### src/rtl/irq_arbiter_if.sv
// irq_arbiter_if
//   Bundles the memory-mapped register bus and the CP0 request/acknowledge
//   signals of the interrupt arbiter.
//   Ports (signals):
//     bus_addr  [31:0]    data-bus byte address
//     bus_we              write strobe, one cycle per write
//     bus_wdata [31:0]    write data
//     bus_rdata [31:0]    read data from the register window (0 outside it)
//     hw_int    [NSRC-1:0] one-hot request to CP0
//     irq_valid           OR of hw_int
//     irq_id    [2:0]     index of the granted source
//     int_ack             one-cycle pulse from CP0 when it takes the interrupt
//   Modports: master = bus / CP0 side, slave = arbiter side.
interface irq_arbiter_if #(
  parameter int NSRC = 6
);
  logic [31:0]     bus_addr;
  logic            bus_we;
  logic [31:0]     bus_wdata;
  logic [31:0]     bus_rdata;
  logic [NSRC-1:0] hw_int;
  logic            irq_valid;
  logic [2:0]      irq_id;
  logic            int_ack;

  modport master (
    output bus_addr, bus_we, bus_wdata, int_ack,
    input  bus_rdata, hw_int, irq_valid, irq_id
  );

  modport slave (
    input  bus_addr, bus_we, bus_wdata, int_ack,
    output bus_rdata, hw_int, irq_valid, irq_id
  );
endinterface

### src/rtl/irq_arbiter.sv
// irq_arbiter
//   Latches interrupt sources into PEND, masks them with MASK, and presents
//   the highest-priority (lowest index) enabled pending source to CP0. One
//   interrupt is held in service from int_ack until the handler writes EOI.
//   Register window at BASE_ADDR: +0x0 PEND (RO, W1C), +0x4 MASK (RW),
//   +0x8 CUR {busy, irq_id} (RO), +0xC EOI (WO).
//   Ports:
//     clk      clock, all state on posedge
//     reset    synchronous, active-low
//     irq_src  raw interrupt lines, synchronous to clk
//     bus      irq_arbiter_if.slave: register bus plus CP0 request/ack
module irq_arbiter #(
  parameter int              NSRC      = 6,
  parameter logic [31:0]     BASE_ADDR = 32'h0000_7F20,
  parameter logic [NSRC-1:0] EDGE_MASK = 6'b000100
) (
  input  logic            clk,
  input  logic            reset,
  input  logic [NSRC-1:0] irq_src,
  irq_arbiter_if.slave    bus
);

  typedef enum logic [1:0] {IDLE, REQ, INSERV} state_t;

  state_t          state_reg, state_next;
  logic [NSRC-1:0] pend_reg, pend_next;
  logic [NSRC-1:0] mask_reg, mask_next;
  logic [NSRC-1:0] prev_reg;
  logic [NSRC-1:0] hw_int_reg, hw_int_next;
  logic            valid_reg, valid_next;
  logic [2:0]      id_reg, id_next;

  logic [NSRC-1:0] set_bits;
  logic [NSRC-1:0] w1c_bits;
  logic [NSRC-1:0] ack_bits;
  logic            in_window;
  logic [1:0]      offset;
  logic            wr_pend, wr_mask, wr_eoi;
  logic            cand_found;
  logic [2:0]      cand_id;
  logic            still_live;
  logic            unused_wdata;

  // Only aligned word accesses inside the 16-byte window hit a register.
  assign in_window = (bus.bus_addr[31:4] == BASE_ADDR[31:4]) && (bus.bus_addr[1:0] == 2'b00);
  assign offset    = bus.bus_addr[3:2];
  assign wr_pend   = bus.bus_we && in_window && (offset == 2'd0);
  assign wr_mask   = bus.bus_we && in_window && (offset == 2'd1);
  assign wr_eoi    = bus.bus_we && in_window && (offset == 2'd3);

  assign unused_wdata = ^bus.bus_wdata[31:NSRC];

  genvar gi;
  generate
    for (gi = 0; gi < NSRC; gi++) begin : g_set
      if (EDGE_MASK[gi]) begin : g_edge
        assign set_bits[gi] = irq_src[gi] & ~prev_reg[gi];
      end else begin : g_level
        assign set_bits[gi] = irq_src[gi];
      end
    end
  endgenerate

  assign w1c_bits = wr_pend ? bus.bus_wdata[NSRC-1:0] : '0;
  // hw_int_reg is exactly the one-hot of the granted id while in REQ.
  assign ack_bits = ((state_reg == REQ) && bus.int_ack) ? hw_int_reg : '0;

  // New sets take priority over both software clear and ack clear.
  assign pend_next = (pend_reg & ~w1c_bits & ~ack_bits) | set_bits;
  assign mask_next = wr_mask ? bus.bus_wdata[NSRC-1:0] : mask_reg;

  // Request stays alive only while its PEND and MASK bits survive this cycle.
  assign still_live = |(pend_next & mask_next & hw_int_reg);

  always_comb begin
    cand_found = 1'b0;
    cand_id    = '0;
    for (int i = NSRC - 1; i >= 0; i--) begin
      if (pend_reg[i] && mask_reg[i]) begin
        cand_found = 1'b1;
        cand_id    = 3'(i);
      end
    end
  end

  always_comb begin
    state_next  = state_reg;
    id_next     = id_reg;
    hw_int_next = hw_int_reg;
    valid_next  = valid_reg;
    case (state_reg)
      IDLE: begin
        if (cand_found) begin
          state_next           = REQ;
          id_next              = cand_id;
          hw_int_next          = '0;
          hw_int_next[cand_id] = 1'b1;
          valid_next           = 1'b1;
        end
      end
      REQ: begin
        if (bus.int_ack) begin
          state_next  = INSERV;
          hw_int_next = '0;
          valid_next  = 1'b0;
        end else if (!still_live) begin
          state_next  = IDLE;
          hw_int_next = '0;
          valid_next  = 1'b0;
        end
      end
      INSERV: begin
        if (wr_eoi) begin
          state_next = IDLE;
        end
      end
      default: begin
        state_next  = IDLE;
        hw_int_next = '0;
        valid_next  = 1'b0;
      end
    endcase
  end

  always_ff @(posedge clk) begin
    if (!reset) begin
      state_reg  <= IDLE;
      pend_reg   <= '0;
      mask_reg   <= '0;
      prev_reg   <= '0;
      hw_int_reg <= '0;
      valid_reg  <= 1'b0;
      id_reg     <= '0;
    end else begin
      state_reg  <= state_next;
      pend_reg   <= pend_next;
      mask_reg   <= mask_next;
      prev_reg   <= irq_src;
      hw_int_reg <= hw_int_next;
      valid_reg  <= valid_next;
      id_reg     <= id_next;
    end
  end

  always_comb begin
    bus.bus_rdata = '0;
    if (in_window) begin
      case (offset)
        2'd0:    bus.bus_rdata[NSRC-1:0] = pend_reg;
        2'd1:    bus.bus_rdata[NSRC-1:0] = mask_reg;
        2'd2:    bus.bus_rdata[3:0]      = {state_reg == INSERV, id_reg};
        default: bus.bus_rdata           = '0;
      endcase
    end
  end

  assign bus.hw_int    = hw_int_reg;
  assign bus.irq_valid = valid_reg;
  assign bus.irq_id    = id_reg;

endmodule
### src/flat_wrapper.sv
// flat-port wrapper written by rule: the top's interface ports become plain ports
module irq_arbiter_flat 
#(
  parameter int              NSRC      = 6,
  parameter logic [31:0]     BASE_ADDR = 32'h0000_7F20,
  parameter logic [NSRC-1:0] EDGE_MASK = 6'b000100
)
  (clk, reset, irq_src, bus_bus_addr, bus_bus_we, bus_bus_wdata, bus_int_ack, bus_bus_rdata, bus_hw_int, bus_irq_valid, bus_irq_id);
  irq_arbiter_if #(.NSRC(NSRC)) bus_i ();
  input  logic clk;
  input  logic reset;
  input  logic [NSRC-1:0] irq_src;
  input wire logic [$bits(bus_i.bus_addr)-1:0] bus_bus_addr;
  input wire logic [$bits(bus_i.bus_we)-1:0] bus_bus_we;
  input wire logic [$bits(bus_i.bus_wdata)-1:0] bus_bus_wdata;
  input wire logic [$bits(bus_i.int_ack)-1:0] bus_int_ack;
  output wire logic [$bits(bus_i.bus_rdata)-1:0] bus_bus_rdata;
  output wire logic [$bits(bus_i.hw_int)-1:0] bus_hw_int;
  output wire logic [$bits(bus_i.irq_valid)-1:0] bus_irq_valid;
  output wire logic [$bits(bus_i.irq_id)-1:0] bus_irq_id;
  assign bus_i.bus_addr = bus_bus_addr;
  assign bus_i.bus_we = bus_bus_we;
  assign bus_i.bus_wdata = bus_bus_wdata;
  assign bus_i.int_ack = bus_int_ack;
  assign bus_bus_rdata = bus_i.bus_rdata;
  assign bus_hw_int = bus_i.hw_int;
  assign bus_irq_valid = bus_i.irq_valid;
  assign bus_irq_id = bus_i.irq_id;
  irq_arbiter #(.NSRC(NSRC), .BASE_ADDR(BASE_ADDR), .EDGE_MASK(EDGE_MASK)) u_core (.clk(clk), .reset(reset), .irq_src(irq_src), .bus(bus_i));
endmodule
### config.mk
export PLATFORM = sky130hd
export DESIGN_NAME = irq_arbiter_flat
export DESIGN_NICKNAME = d
export VERILOG_FILES = /design/src/rtl/irq_arbiter_if.sv /design/src/rtl/irq_arbiter.sv /design/src/flat_wrapper.sv
export SDC_FILE = /design/constraint.sdc
export NUM_CORES = 1
export LEC_CHECK = 0
export CORE_ASPECT_RATIO = 0.9
export CORE_UTILIZATION = 41
export DETAILED_ROUTE_END_ITERATION = 6
export PLACE_DENSITY = 0.87
export SETUP_SLACK_MARGIN = 0.4
export SLEW_MARGIN = 20
export SYNTH_ARGS = -nofsm -noshare
export SYNTH_HDL_FRONTEND = slang
export SYNTH_SLANG_ARGS = --single-unit
### constraint.sdc
create_clock -name clk -period 3.9 [get_ports clk]
set_input_delay 0.39 -clock clk [delete_from_list [all_inputs] [get_ports clk]]
set_output_delay 0.39 -clock clk [all_outputs]
set_load 0.03 [all_outputs]
==> flow_summary.ini, run 1 <==
[yosys]
syn_area_sq_um = 1900
synth_top_area_share_pct = 26.3
synth_seq_cells = 25
synth.mux.area_fraction_pct = 7.56
yosysUniqueCellTypes = 46
synth_largest_area_cell = dfxtp_1
synth_top_family_by_area = simple AND/OR/NAND/NOR gates
synth.yosys.warnings = 0
synth_xor_area_share_pct = 0
synth_compound_area_share_pct = 18.1
synth_area_per_cell_sq_um = 8.50
synthAdderAreaFrac_pct = 0
synthSimpleGateAreaFrac_pct = 34.8
synth-seq-area-share_pct = 26.3
synthCells = 224
synth_area_leaders = dfxtp_1 26%, buf_4 10%, mux2i_1 5.8%

[layout]
final_common_cell = clkdlybuf4s50_1
nets = 359
final_core_util_pct = 56.9
antennaDiodeCount = 0
layout-drive-gt1-share_pct = 7.39
syn_to_final_growth_pct = 33.3
layout_common_cells = 63 x clkdlybuf4s50_1, 28 x nand2_1, 26 x conb_1
fillCellCount = 412

[clock_network]
clk_latency_ns = 0.27
cts_buffers = 3
cts_tree = done
post_cts_buffers = 0
htree_levels = 1
clk_path_buf_depth = 2
clock-sinks = 25
clk_pin_slew_worst_paths_ns = 0.09
cts-hold-fix-buffers = 0
cts_resized = 0
clock-root-buffer = clkbuf_8

[placement]
place.gp.congestion = 0.904
portBuffers = 63
dp_slack_ns = 0.730
hpwl_microns = 3770

[global_routing]
antenna_found_initial = 0
grt.total_usage_pct = 19.6
grt_pass1_vias = 1630
grt_max_degree = 27
overflow = 0
grt_pass1_wl_microns = 7390

[worst_setup_path]
reg2regPathDepth = 7
worstSetupPathType = in -> out
crit_path_max_incr_delay_ns = 0.67
crit_path_end_kind = output pin
cp.arrival_ns = 2.51
worstPathRequired_ns = 3.51
cp-start-kind = primary input
path_cells = clkdlybuf4s50_1 > nor4b_4 > nand4_4 > nor2_1 > buf_4 > o21a_1 > clkdlybuf4s50_1
cp_common_cell = clkdlybuf4s50_1
reg2reg_from = u_core.state_reg[0]
startpoint = bus_bus_addr[24]
cpMaxStageDelayCell = clkdlybuf4s50_1
critical_path.max_fanout = 9

[route]
drt_wl_total_microns = 4790
drc = 2
firstDrtPassIters = 6
vias = 1821
wl_per_cell_microns = 13.9
ant_nets = 0
drt_iter0_markers = 90
viasPerCell = 5.26

[timing]
skew_ns = 0.00688
rsz0062_at_grt = false
fin_crit_ns = 2.90
setup-tns-final_ns = 0
finalHoldViolCount = 0
slew_headroom_pct = 45.2
setup_viol = 0
fin_ws_ns = 1.00
tightest_slew_ns = 0.820
finalCritPeriodShare_pct = 74.3
clock.fmax_mhz = 345
finalMaxSlewViolations = 0

[pwr]
p_per_area_nw_per_um2 = 216
peakVddDrop_mv = 0.111
p_leak_nw = 0.953

[hold_path]
holdCritStartpoint = u_core.bus.hw_int[3]
hold_depth = 2
worstHoldPathType = reg -> reg

[status]
violations = DRC
outcome = finished with violations

[run]
cap_viol_max_count = 0

[die]
die_w_microns = 73.8
die_area_sq_um = 4920
die_y_microns = 66.6
core_area_sq_um = 4460
pin_count = 116
num_rows = 23
start_util_pct = 42.7
[power breakdown]
part | switching, mW | internal [mW] | leakage [nW]
logic | 0.0685 | 0.0604 | 0.724
registers | 0.00539 | 0.260 | 0.204
clock network | 0.0820 | 0.0715 | 0.0255
total | 0.156 | 0.392 | 0.953
[worst paths after layout]
check	end	slack (ns)
max	bus_bus_rdata[3]	1.00
min	u_core.bus.hw_int[3]	0.53
max reg2reg	u_core.bus.irq_valid	1.47
min reg2reg	u_core.bus.hw_int[3]	0.53
[metal layers]
layer / wire length (microns) / global-route usage [%] / vias up
met4: 106 / 8.89 / 0
met2: 2080 / 32.0 / 104
met1: 2110 / 24.7 / 822
met3: 492 / 3.93 / 10
met5: 0 / 0 / -
li1: - / - / 885
[cell usage after synthesis (all sizes together)]
cell    count
a21boi      2
a21o        3
a21oi       7
a22oi       3
a31oi       5
a32oi       3
a41oi       3
and2        4
and3        4
and3b       2
and4bb      2
buf        27
clkbuf      8
conb        1
dfxtp      25
inv         3
mux2        3
mux2i      11
nand2      28
nand2b      2
nand3       8
nand3b      2
nand4       2
nand4b      3
nor2       10
nor2b      13
nor3        5
nor3b       1
nor4        6
nor4b       3
nor4bb      2
o21a        6
o21ai       7
o21bai      1
o22a        1
o22ai       1
o31ai       4
o32ai       3
[per-stage QoR]
| step | total power [mW] | std cells | instance area, sq um | hold slack, ns |
|---|---|---|---|---|
| floorplan | 0.355 | 249 | 2000 | 0.483 |
| global placement | 0.398 | 342 | 2490 | 0.501 |
| detailed placement | 0.399 | 342 | 2490 | 0.502 |
| CTS | 0.553 | 346 | 2540 | 0.525 |
| global route | 0.572 | 346 | 2540 | 0.557 |
| finish | 0.548 | 346 | 2540 | 0.526 |
[critical path, delay by kind of cell]
family / cells / cell delay, ns
compound gates: 1 / 0.13
buf+inv: 3 / 1.30
simple gates: 3 / 0.69
[layout make-up]
class                   count  area [sq um]  share of cell area [%]
clock buffers               3          41.3                    1.63
clock inverters             1          5.00                   0.197
inverters                   3          11.3                   0.444
multi-input cells         186          1250                    49.2
flip-flops and latches     25           500                    19.7
well taps                  62          77.6                    3.06
repair buffers             66           653                    25.7
[cell families (layout without fill, tap and decap cells)]
kind of cell / Yosys count / after routing
mux: 14 / 14
compound gates: 49 / 49
buf+inv: 38 / 73
simple gates: 97 / 97
flops: 25 / 25
other cells: 1 / 26
Power figures use the tool's default switching activity.
==> inputs of run 2 (changes only) <==
- CORE_UTILIZATION: 41 -> 34
- PLACE_DENSITY: 0.87 -> 0.77
- clock period: 3.9 -> 2.66 ns (I/O delays scaled with it)
==> flow_summary.ini, run 2 (synthesis gave the netlist of run 1 again) <==
[timing]
finalMaxSlewViolations = 0
fin_ws_ns = 0.488
setup-tns-final_ns = 0
clock.fmax_mhz = 460
fin_crit_ns = 2.17
finalHoldViolCount = 0
rsz0062_at_grt = false
tightest_slew_ns = 0.632
slew_headroom_pct = 57.5
setup_viol = 0
finalCritPeriodShare_pct = 81.7
skew_ns = 0.00308

[layout]
fillCellCount = 521
nets = 371
layout_common_cells = 28 x clkdlybuf4s50_1, 27 x nand2_1, 26 x conb_1
layout-drive-gt1-share_pct = 15.9
stdcell_count = 363
antennaDiodeCount = 0
regArea_sq_um = 502
final_common_cell = clkdlybuf4s50_1
stdcell_area_sq_um = 2740
multi_input_area_sq_um = 1320
final_core_util_pct = 51.6
syn_to_final_growth_pct = 44.1

[global_routing]
antenna_found_initial = 0
grt_max_degree = 18
grt_pass1_vias = 1723
overflow = 0
grt_pass1_wl_microns = 8300
grt.total_usage_pct = 18.1

[die]
num_rows = 25
start_util_pct = 35.8
pin_count = 116
die_w_microns = 80.9
die_y_microns = 73.0
die_area_sq_um = 5900
core_area_sq_um = 5320

[clock_network]
clock-sinks = 25
clk_path_buf_depth = 2
htree_levels = 1
cts-hold-fix-buffers = 0
clk_pin_slew_worst_paths_ns = 0.09
clock-root-buffer = clkbuf_8
cts_buffers = 3
cts_tree = done
clk_latency_ns = 0.27

[route]
vias = 1871
firstDrtPassIters = 4
wl_per_cell_microns = 14.8
ant_nets = 0
drt_iter0_markers = 99
drc = 0
viasPerCell = 5.15
drt_wl_total_microns = 5390

[worst_setup_path]
cp-start-kind = primary input
worstSetupPathType = in -> reg
worstPathRequired_ns = 2.82
cp.arrival_ns = 2.33
crit_path_end_kind = flop
reg2reg_slack_ns = 0.61
critical_path.max_fanout = 6

[placement]
portBuffers = 63
place_area_sq_um = 2580
dp_slack_ns = -0.101
place.gp.congestion = 0.886
hpwl_microns = 4150
dp.cells = 358

[pwr]
peakVddDrop_mv = 0.271
p_per_area_nw_per_um2 = 295
p_leak_nw = 1.25

[hold_path]
worstHoldPathType = reg -> reg

[run]
cap_viol_max_count = 0

[status]
outcome = completed
## run 2: changes by cell type in the layout (fill, tap and decap cells not counted), moves of 2 or more
cell | previous run | this run
clkdlybuf4s15_1 | 0 | 2
clkdlybuf4s50_1 | 63 | 28
a41oi_1 | 3 | 1
buf_2 | 0 | 2
buf_6 | 0 | 2
buf_4 | 3 | 14
dlygate4sd2_1 | 0 | 8
dlymetal6s2s_1 | 0 | 22
a41oi_2 | 0 | 2
o31ai_1 | 4 | 2
mux2_4 | 0 | 2
## run 2: cell type report
type / instances / area share, %
Multi-Input combinational cell: 186 / 48.0
Inverter: 3 / 0.411
Timing Repair Buffer: 78 / 28.6
Tap cell: 67 / 3.06
Clock buffer: 4 / 1.64
Sequential cell: 25 / 18.3
## run 2: per-stage QoR
stage                     power, mW  hold slack [ns]
after floorplan               0.520            0.388
after global placement        0.589            0.503
after detailed placement      0.591            0.498
after CTS                     0.820            0.514
after global routing          0.847            0.546
final                         0.810            0.518
## run 2: final timing paths
check,startpoint,endpoint,depth (start not counted)
max reg2reg,u_core.state_reg[1],u_core.state_reg[0],8
min reg2reg,u_core.bus.hw_int[3],u_core.bus.hw_int[3],2
min,u_core.bus.hw_int[3],u_core.bus.hw_int[3],2
max,bus_bus_we,u_core.bus.hw_int[0],9
## run 2: repair_timing
| item | in CTS | in global routing |
|---|---|---|
| buffers inserted | 1 | 0 |
| resized for setup | 33 | 32 |
| setup endpoints to repair | 14 | 14 |
| pin swaps | 9 | 13 |
## run 2: routing by layer
layer  up-vias  global-route usage [%]  part of all wire, %
met3         6                    4.50                   10
li1        908                       -                    -
met4         0                    2.58                 0.78
met5         -                       0                    0
met2        91                    30.6                   46
met1       866                    23.6                   43
## run 2: worst max-delay path, stage by stage
cell,delay [ns]
clkdlybuf4s50_1,0.51
nor2b_2,0.20
nand2_2,0.11
nor3_4,0.23
mux2_4,0.34
a41oi_2,0.22
and3_4,0.27
buf_6,0.13
o31ai_4,0.06
## run 2: report_power, final
part / total [mW] / switching (mW) / leakage, nW / internal [mW]
sequential: 0.390 / 0.00874 / 0.204 / 0.381
combinational: 0.187 / 0.103 / 1.02 / 0.0842
clock: 0.233 / 0.125 / 0.0228 / 0.107
total: 0.810 / 0.237 / 1.25 / 0.573
==> inputs of run 3 (changes only) <==
- CORE_UTILIZATION: 34 -> 38
- PLACE_DENSITY: 0.77 -> 0.82
- clock period: 2.66 -> 2.27 ns (I/O delays scaled with it)
==> flow_summary.ini, run 3 (synthesis gave the netlist of run 1 again) <==
[status]
outcome = completed

[placement]
hpwl_microns = 4410
place_area_sq_um = 2670
portBuffers = 63
place.gp.congestion = 0.866

[route]
drt_wl_total_microns = 5690
firstDrtPassIters = 6
viasPerCell = 5.18
vias = 1947
wl_per_cell_microns = 15.1
ant_nets = 0
drc = 0
drt_iter0_markers = 115

[clock_network]
htree_levels = 1
cts-hold-fix-buffers = 0
clock-sinks = 25
cts_buffers = 3
clk_latency_ns = 0.27
cts_tree = done
clk_pin_slew_worst_paths_ns = 0.09
clock-root-buffer = clkbuf_8
clk_path_buf_depth = 2

[timing]
clock.fmax_mhz = 526
finalCritPeriodShare_pct = 83.7
setup_viol = 0
fin_crit_ns = 1.90
setup-tns-final_ns = 0
finalMaxSlewViolations = 0
rsz0062_at_grt = true
finalHoldViolCount = 0
skew_ns = 0.00178

[global_routing]
overflow = 0
grt_max_degree = 16
antenna_found_initial = 0
grt_pass1_vias = 1857
grt_pass1_wl_microns = 9060
grt.total_usage_pct = 21.9

[worst_setup_path]
worstPathRequired_ns = 2.44
critical_path.max_fanout = 8
crit_path_end_kind = flop
cp.arrival_ns = 2.07
cp-start-kind = primary input
worstSetupPathType = in -> reg

[layout]
final_core_util_pct = 57.5
layout-drive-gt1-share_pct = 29.9
nets = 386
regArea_sq_um = 502
final_common_cell = buf_4
layout_common_cells = 35 x buf_4, 27 x nand2_1, 26 x conb_1
syn_to_final_growth_pct = 46.1
antennaDiodeCount = 0
multi_input_area_sq_um = 1350
stdcell_area_sq_um = 2780
fillCellCount = 444

[die]
num_rows = 24
pin_count = 116
die_w_microns = 76.6
die_area_sq_um = 5300
core_area_sq_um = 4830
start_util_pct = 39.4
die_y_microns = 69.1

[pwr]
p_leak_nw = 1.15
p_per_area_nw_per_um2 = 343
peakVddDrop_mv = 0.293

[run]
cap_viol_max_count = 0

[hold_path]
worstHoldPathType = reg -> reg
==> run 3: cell count changes in the layout (fill, tap and decap cells not counted), moves of 2 or more <==
cell / change
a21boi_0: -2
a21boi_1: +2
buf_2: +9
buf_4: +21
buf_6: +8
clkdlybuf4s15_1: +4
clkdlybuf4s50_1: -5
dlymetal6s2s_1: -22
nor4_1: -2
nor4_2: +2
nor4bb_1: -2
==> run 3: final cells by class <==
type,instances,area share (%)
clock buffer,4,1.62
multi-input combinational,186,48.6
inverter,3,0.405
timing repair buffer,93,28.4
tap,65,2.93
sequential,25,18.0
==> run 3: worst max-delay path, stage by stage <==
cell	delay, ns
buf_6	0.10
nor4_4	0.32
nand4b_4	0.17
nor3_4	0.29
mux2_4	0.34
a41oi_2	0.15
and3_4	0.27
and3b_1	0.19
==> run 3: worst paths after layout <==
check / start / to / slack (ns) / cells after the start
max reg2reg: u_core.state_reg[1] / u_core.state_reg[0] / 0.42 / 8
min: u_core.bus.hw_int[0] / u_core.bus.hw_int[0] / 0.51 / 2
max: bus_bus_addr[19] / u_core.bus.irq_valid / 0.37 / 8
min reg2reg: u_core.bus.hw_int[0] / u_core.bus.hw_int[0] / 0.51 / 2
==> run 3: power breakdown <==
| part | total [mW] | switching (mW) | internal [mW] |
|---|---|---|---|
| Clock | 0.269 | 0.143 | 0.126 |
| Combinational | 0.226 | 0.125 | 0.101 |
| Sequential | 0.457 | 0.0103 | 0.447 |
| Total | 0.952 | 0.279 | 0.674 |
==> run 3: repair_timing <==
item | CTS | global route
gates resized for setup | 115 | 15
pin swaps | 15 | 8
gates cloned | 0 | 0
buffers inserted | 4 | 1
endpoints found under the setup margin | 15 | 10
endpoints found under the hold margin | 0 | 0
==> run 3: metal layers <==
metal / vias up / track usage, % / wire [microns]
li1: 943 / - / -
met1: 909 / 27.3 / 2330
met2: 88 / 37.0 / 2880
met3: 7 / 4.77 / 428
met4: 0 / 7.48 / 63
met5: - / 0 / 0
==> run 3: stage by stage <==
stage	hold WS, ns	std cells	setup slack, ns	power (mW)
2_1_floorplan	0.349	249	0.146	0.610
3_3_place_gp	0.492	367	-0.333	0.695
3_5_place_dp	0.504	367	-0.416	0.698
4_1_cts	0.491	375	0.378	0.955
5_1_grt	0.529	376	0.302	0.998
6_report	0.513	376	0.371	0.952
